$ cat src/rtl/fb_pkg.sv
// Shared framebuffer definitions: command bytes, geometry and the writer FSM states.
package fb_pkg;

    // Framebuffer geometry: 40 x 30 cells of 16x16 pixels each.
    localparam int FB_DEPTH      = 1200;
    localparam int FB_ADDR_WIDTH = 11;

    // Command bytes sent by the Arduino as the first byte of a frame.
    localparam logic [7:0] CMD_SET_ADDR = 8'h01;
    localparam logic [7:0] CMD_STREAM   = 8'h02;
    localparam logic [7:0] CMD_FILL     = 8'h03;

    // Command parser states of the SPI writer.
    typedef enum logic [2:0] {
        ST_CMD      = 3'd0,
        ST_ADDR_HI  = 3'd1,
        ST_ADDR_LO  = 3'd2,
        ST_STREAM   = 3'd3,
        ST_FILL_VAL = 3'd4,
        ST_FILL     = 3'd5,
        ST_DISCARD  = 3'd6
    } fbState_e;

endpackage

$ cat src/rtl/spi_slave_rx.sv
// Oversampled SPI mode-0 receiver: synchronizes the pins, detects SCLK rising
// edges and assembles MSB-first bytes while chip select is asserted.
module spi_slave_rx
    import fb_pkg::*;
(
    input  logic       clk_i,
    input  logic       reset_i,
    input  logic       sclk_i,
    input  logic       mosi_i,
    input  logic       csN_i,
    output logic [7:0] dataByte_o,
    output logic       byteValid_o,
    output logic       csActive_o
);

    logic       sclkMeta_q, sclkSync_q, sclkPrev_q;
    logic       mosiMeta_q, mosiSync_q;
    logic       csMeta_q, csSync_q;
    logic [2:0] bitCnt_q, bitCnt_d;
    logic [6:0] shift_q, shift_d;
    logic [7:0] dataByte_q, dataByte_d;
    logic       byteValid_q, byteValid_d;
    logic       sclkRise;

    assign sclkRise = sclkSync_q & ~sclkPrev_q;

    // Two-flop synchronizers for all pins plus the SCLK history flop for edge detect.
    always_ff @(posedge clk_i) begin
        if (reset_i) begin
            sclkMeta_q <= 1'b0;
            sclkSync_q <= 1'b0;
            sclkPrev_q <= 1'b0;
            mosiMeta_q <= 1'b0;
            mosiSync_q <= 1'b0;
            csMeta_q   <= 1'b1;
            csSync_q   <= 1'b1;
        end else begin
            sclkMeta_q <= sclk_i;
            sclkSync_q <= sclkMeta_q;
            sclkPrev_q <= sclkSync_q;
            mosiMeta_q <= mosi_i;
            mosiSync_q <= mosiMeta_q;
            csMeta_q   <= csN_i;
            csSync_q   <= csMeta_q;
        end
    end

    // Shift in one bit per SCLK rise; an inactive chip select drops any partial byte.
    always_comb begin
        bitCnt_d    = bitCnt_q;
        shift_d     = shift_q;
        dataByte_d  = dataByte_q;
        byteValid_d = 1'b0;
        if (csSync_q) begin
            bitCnt_d = 3'd0;
            shift_d  = 7'd0;
        end else if (sclkRise) begin
            shift_d  = {shift_q[5:0], mosiSync_q};
            bitCnt_d = bitCnt_q + 3'd1;
            if (bitCnt_q == 3'd7) begin
                dataByte_d  = {shift_q, mosiSync_q};
                byteValid_d = 1'b1;
            end
        end
    end

    // Receiver state registers.
    always_ff @(posedge clk_i) begin
        if (reset_i) begin
            bitCnt_q    <= 3'd0;
            shift_q     <= 7'd0;
            dataByte_q  <= 8'd0;
            byteValid_q <= 1'b0;
        end else begin
            bitCnt_q    <= bitCnt_d;
            shift_q     <= shift_d;
            dataByte_q  <= dataByte_d;
            byteValid_q <= byteValid_d;
        end
    end

    assign dataByte_o  = dataByte_q;
    assign byteValid_o = byteValid_q;
    assign csActive_o  = ~csSync_q;

endmodule

$ cat src/rtl/fb_spi_writer.sv
// SPI command parser that owns the framebuffer RAM write port: address set,
// streamed pixel writes with wrap-around, and a full-buffer fill sweep.
module fb_spi_writer
    import fb_pkg::*;
#(
    parameter int ADDR_WIDTH = FB_ADDR_WIDTH,
    parameter int DEPTH      = FB_DEPTH
) (
    input  logic                  CLOCK_50,
    input  logic                  reset,
    input  logic                  SPI_SCLK,
    input  logic                  SPI_MOSI,
    input  logic                  SPI_CS_n,
    output logic [ADDR_WIDTH-1:0] w_address,
    output logic [7:0]            w_data,
    output logic                  w_en,
    output logic                  fill_busy,
    output logic                  cmd_error
);

    localparam logic [ADDR_WIDTH-1:0] LAST_ADDR = ADDR_WIDTH'(DEPTH - 1);

    logic [7:0] rxByte;
    logic       rxValid;
    logic       csActive;

    fbState_e              state_q, state_d;
    logic [ADDR_WIDTH-1:0] ptr_q, ptr_d;
    logic [ADDR_WIDTH-1:0] fillCnt_q, fillCnt_d;
    logic [ADDR_WIDTH-9:0] addrHi_q, addrHi_d;
    logic [ADDR_WIDTH-1:0] wAddr_q, wAddr_d;
    logic [7:0]            wData_q, wData_d;
    logic                  wEn_q, wEn_d;
    logic                  fillBusy_q, fillBusy_d;
    logic                  cmdError_q, cmdError_d;
    logic [ADDR_WIDTH-1:0] addrCand;

    spi_slave_rx uRx (
        .clk_i       (CLOCK_50),
        .reset_i     (reset),
        .sclk_i      (SPI_SCLK),
        .mosi_i      (SPI_MOSI),
        .csN_i       (SPI_CS_n),
        .dataByte_o  (rxByte),
        .byteValid_o (rxValid),
        .csActive_o  (csActive)
    );

    // Address bits above the buffer width are dropped (mod 2^ADDR_WIDTH).
    assign addrCand = {addrHi_q, rxByte};

    // Command FSM: parse bytes, produce write strobes and advance the pointer.
    always_comb begin
        state_d    = state_q;
        ptr_d      = ptr_q;
        fillCnt_d  = fillCnt_q;
        addrHi_d   = addrHi_q;
        wAddr_d    = wAddr_q;
        wData_d    = wData_q;
        wEn_d      = 1'b0;
        fillBusy_d = 1'b0;
        cmdError_d = 1'b0;

        case (state_q)
            ST_CMD: begin
                if (rxValid) begin
                    case (rxByte)
                        CMD_SET_ADDR: state_d = ST_ADDR_HI;
                        CMD_STREAM:   state_d = ST_STREAM;
                        CMD_FILL:     state_d = ST_FILL_VAL;
                        default: begin
                            cmdError_d = 1'b1;
                            state_d    = ST_DISCARD;
                        end
                    endcase
                end
            end
            ST_ADDR_HI: begin
                if (rxValid) begin
                    addrHi_d = rxByte[ADDR_WIDTH-9:0];
                    state_d  = ST_ADDR_LO;
                end
            end
            ST_ADDR_LO: begin
                if (rxValid) begin
                    ptr_d   = (addrCand > LAST_ADDR) ? '0 : addrCand;
                    state_d = ST_DISCARD;
                end
            end
            ST_STREAM: begin
                if (rxValid) begin
                    wEn_d   = 1'b1;
                    wAddr_d = ptr_q;
                    wData_d = rxByte;
                    ptr_d   = (ptr_q == LAST_ADDR) ? '0 : ptr_q + 1'b1;
                end
            end
            ST_FILL_VAL: begin
                if (rxValid) begin
                    wEn_d      = 1'b1;
                    fillBusy_d = 1'b1;
                    wAddr_d    = '0;
                    wData_d    = rxByte;
                    fillCnt_d  = {{(ADDR_WIDTH-1){1'b0}}, 1'b1};
                    state_d    = ST_FILL;
                end
            end
            ST_FILL: begin
                wEn_d      = 1'b1;
                fillBusy_d = 1'b1;
                wAddr_d    = fillCnt_q;
                fillCnt_d  = fillCnt_q + 1'b1;
                if (fillCnt_q == LAST_ADDR) begin
                    ptr_d   = '0;
                    // A frame still open when the sweep ends must not have its
                    // remaining bytes parsed as a command.
                    state_d = ST_DISCARD;
                end
            end
            ST_DISCARD: begin
                state_d = ST_DISCARD;
            end
            default: begin
                state_d = ST_CMD;
            end
        endcase

        // A deselected SPI bus ends the frame; only a running fill survives it.
        if (!csActive && state_d != ST_FILL) begin
            state_d = ST_CMD;
        end
    end

    // FSM, pointer and registered RAM write port.
    always_ff @(posedge CLOCK_50) begin
        if (reset) begin
            state_q    <= ST_CMD;
            ptr_q      <= '0;
            fillCnt_q  <= '0;
            addrHi_q   <= '0;
            wAddr_q    <= '0;
            wData_q    <= 8'd0;
            wEn_q      <= 1'b0;
            fillBusy_q <= 1'b0;
            cmdError_q <= 1'b0;
        end else begin
            state_q    <= state_d;
            ptr_q      <= ptr_d;
            fillCnt_q  <= fillCnt_d;
            addrHi_q   <= addrHi_d;
            wAddr_q    <= wAddr_d;
            wData_q    <= wData_d;
            wEn_q      <= wEn_d;
            fillBusy_q <= fillBusy_d;
            cmdError_q <= cmdError_d;
        end
    end

    assign w_address = wAddr_q;
    assign w_data    = wData_q;
    assign w_en      = wEn_q;
    assign fill_busy = fillBusy_q;
    assign cmd_error = cmdError_q;

endmodule

$ cat config.mk
export PLATFORM = sky130hd
export DESIGN_NAME = fb_spi_writer
export DESIGN_NICKNAME = d
export VERILOG_FILES = /design/src/rtl/fb_pkg.sv /design/src/rtl/spi_slave_rx.sv /design/src/rtl/fb_spi_writer.sv
export SDC_FILE = /design/constraint.sdc
export NUM_CORES = 1
export LEC_CHECK = 0
export CAP_MARGIN = 20
export CORE_MARGIN = 5
export CORE_UTILIZATION = 58
export DETAILED_ROUTE_END_ITERATION = 8
export GPL_TIMING_DRIVEN = 1
export PLACE_DENSITY = 0.81
export SLEW_MARGIN = 0
export SYNTH_ARGS = -nofsm -noshare
export SYNTH_HDL_FRONTEND = slang
export SYNTH_HIERARCHICAL = 1
export SYNTH_SLANG_ARGS = --single-unit
$ cat constraint.sdc
create_clock -name CLOCK_50 -period 1.85 [get_ports CLOCK_50]
set_input_delay 0.185 -clock CLOCK_50 [delete_from_list [all_inputs] [get_ports CLOCK_50]]
set_output_delay 0.185 -clock CLOCK_50 [all_outputs]
set_load 0.1 [all_outputs]
==> impl_metrics.toml <==
[logic_synthesis]
synth_area_um2 = 3570
synthFlopType = "dfxtp_1"
syn-num-nets = 411
ys_warn_count = 6
synth_top_area_share_pct = 42.7
synth_top_area_cell = "dfxtp_1"
syn_inst = 402
synthArstFlopShare_pct = 0
synth_edf_count = 0
syn_area_per_cell_um2 = 8.87
ys_ff_latch = 76
synth.area.top_cells = "dfxtp_1 43%, nor2_1 5.4%, nand2_1 5.2%"
seq_area_frac_synth_pct = 42.7
yosysUniqueCellTypes = 69

[sta]
drv_slew = 0
relSlewSlack_pct = 63.9
hold_violations = 0
setup_violations = 0
tns_ns = 0
finClkSkew_ns = 0.00849
timing.final.crit_share_pct = 95.7
post-route-min-period_ns = 1.77
layout_setup_ws_ns = 0.0791
max_clock_freq_mhz = 565
rsz0062_at_grt = "false"
worst_pin_slew_ns = 0.541

[clock_network]
postCtsSetupBuffers = 0
cts_tree = "built"
cts_sinks = 76
ctsLongestPathBuffers = 2
clock_latency_ns = 0.35
cts-root-buf = "clkbuf_8"
clkTransAtPathRegs_ns = 0.08
cts.hold.buffers_added = 0
htreeDepth = 3
numCtsBuffers = 9

[critical_path]
crit_path_max_fanout = 8
cp.required_ns = 2.09
arrival_ns = 2.01
crit_path_end_kind = "flip-flop"
cp-start-kind = "flip-flop"
worst-setup-path-type = "reg2reg"

[placed_design]
routabilityCongestion = 0.935
dp_hpwl_um = 5750
io_buffers = 26
dpl-instance-area_um2 = 3910
placed_cells = 505
post-place-ws_ns = 0.0428

[power_and_ir_drop]
power_density_nw_per_um2 = 747
max-vdd-ir-drop_mv = 0.483
p_leak_uw = 0.00163

[floorplan]
start_util_pct = 59.9
dieHeight_um = 88.4
placementRows = 28
ioPinCount = 27
coreArea_um2 = 5960
die_x_um = 88.4
die_area_um2 = 7820

[global_route]
overflow = 0
grt_pass1_vias = 3019
grt_pass1_wl_um = 13900
grt_max_degree = 24
antenna_found_initial = 0
track_usage_pct = 22.7

[route]
detail_route.iter0.violations = 258
dr.pass1.iters = 4
drt-wirelength-per-cell_um = 15.4
num_vias = 3050
routed_via_density = 5.85
final_antenna_net_count = 0
routed_wirelength_um = 8020
drc_errors = 0

[layout]
antennaDiodeCount = 0
final_cell_count_no_fill = 521
final_cell_area_um2 = 4160
syn_to_final_growth_pct = 16.6
final_cell_mix = "72 x dfxtp_1, 51 x nor2_1, 49 x nand2_1, 47 x buf_4, 27 x a21oi_1"
drive_gt1_share_pct = 22.6
layout_commonest_cell = "dfxtp_1"
fin_nets = 450

[job]
maxCapViolations = 0

[status]
run_status = "complete, no violations"

[min_path]
hold_class = "in2reg"
## worst paths after layout
path,from,end,slack [ns],cells after the start
min reg2reg,uRx/csMeta_q,uRx/csSync_q,0.42,1
max reg2reg,fillCnt_q[1],ptr_q[6],0.08,6
min,reset,uRx/mosiMeta_q,0.22,2
max,fillCnt_q[1],ptr_q[6],0.08,6
## per-stage QoR
step	utilization (%)	hold slack, ns	power (µW)
6_report	69.8	0.222	3110
5_1_grt	69.8	0.232	3210
4_1_cts	69.5	0.209	3130
3_5_place_dp	65.6	0.397	1740
3_3_place_gp	65.6	0.391	1740
2_1_floorplan	-	0.257	1720
## state kept, by name (all words and copies together), names as in the netlist, 3 cells and up
signal / count
addrHi_q: 3
fillCnt_q: 11
uRx/shift_q: 7
w_address: 11
w_data: 8
uRx/bitCnt_q: 3
ptr_q: 11
state_q: 3
uRx/dataByte_o: 8
## kinds of logic (layout without fill, tap and decap cells)
| family | after synthesis | in the layout | share of synthesized area, % |
|---|---|---|---|
| simple gates | 178 | 178 | 26.3 |
| compound gates | 93 | 93 | 19.1 |
| flops | 76 | 76 | 42.7 |
| buf+inv | 29 | 73 | 4.70 |
| xor+xnor | 11 | 11 | 2.70 |
| mux | 11 | 11 | 3.09 |
| fa+ha+maj | 4 | 4 | 1.40 |
## final cells by class
class	count	area (µm²)
Timing Repair Buffer	52	399
Multi-Input combinational cell	297	1900
Sequential cell	76	1530
Clock buffer	10	138
Inverter	5	18.8
Tap cell	75	93.8
Fill cell	491	1800
Clock inverter	6	87.6
## critical path: stages, from the launching register on
cell and delay [ns]:
dfxtp_2 0.37, ha_1 0.20, and4_1 0.23, and4_4 0.29
a21o_4 0.19, a311oi_1 0.11, a211o_1 0.28
## power breakdown
group,internal [µW],switching (µW)
Combinational,21.2,37.4
Sequential,1640,3.14
Clock,796,609
## cells in the mapped netlist (5+ instances only)
| library cell | n |
|---|---|
| dfxtp_1 | 76 |
| nor2_1 | 51 |
| nand2_1 | 49 |
| a21oi_1 | 27 |
| a211oi_1 | 16 |
| and3_1 | 12 |
| mux2i_1 | 11 |
| a21oi_2 | 9 |
| nor2b_1 | 9 |
| a31oi_1 | 6 |
| nand4_1 | 6 |
| o21ai_0 | 6 |
| xnor2_1 | 6 |
| buf_2 | 5 |
| inv_1 | 5 |
| nand2b_1 | 5 |
| nand3_1 | 5 |
| nor3_1 | 5 |
| xor2_1 | 5 |
## timing repair
action	in CTS	in global routing
gates resized for setup	1	7
pin swaps	0	1
hold endpoints to repair	0	0
endpoints found under the setup margin	1	21
## routing by layer
| layer | up-vias | wire [µm] | part of all wire (%) | track usage, % |
|---|---|---|---|---|
| met3 | 20 | 505 | 6.3 | 5.49 |
| li1 | 1507 | - | - | - |
| met1 | 1425 | 3780 | 47 | 30.3 |
| met5 | - | 0 | 0 | 0 |
| met2 | 98 | 3580 | 45 | 35.4 |
| met4 | 0 | 164 | 2.0 | 9.34 |
No activity file was read; power rests on OpenSTA's default activity.
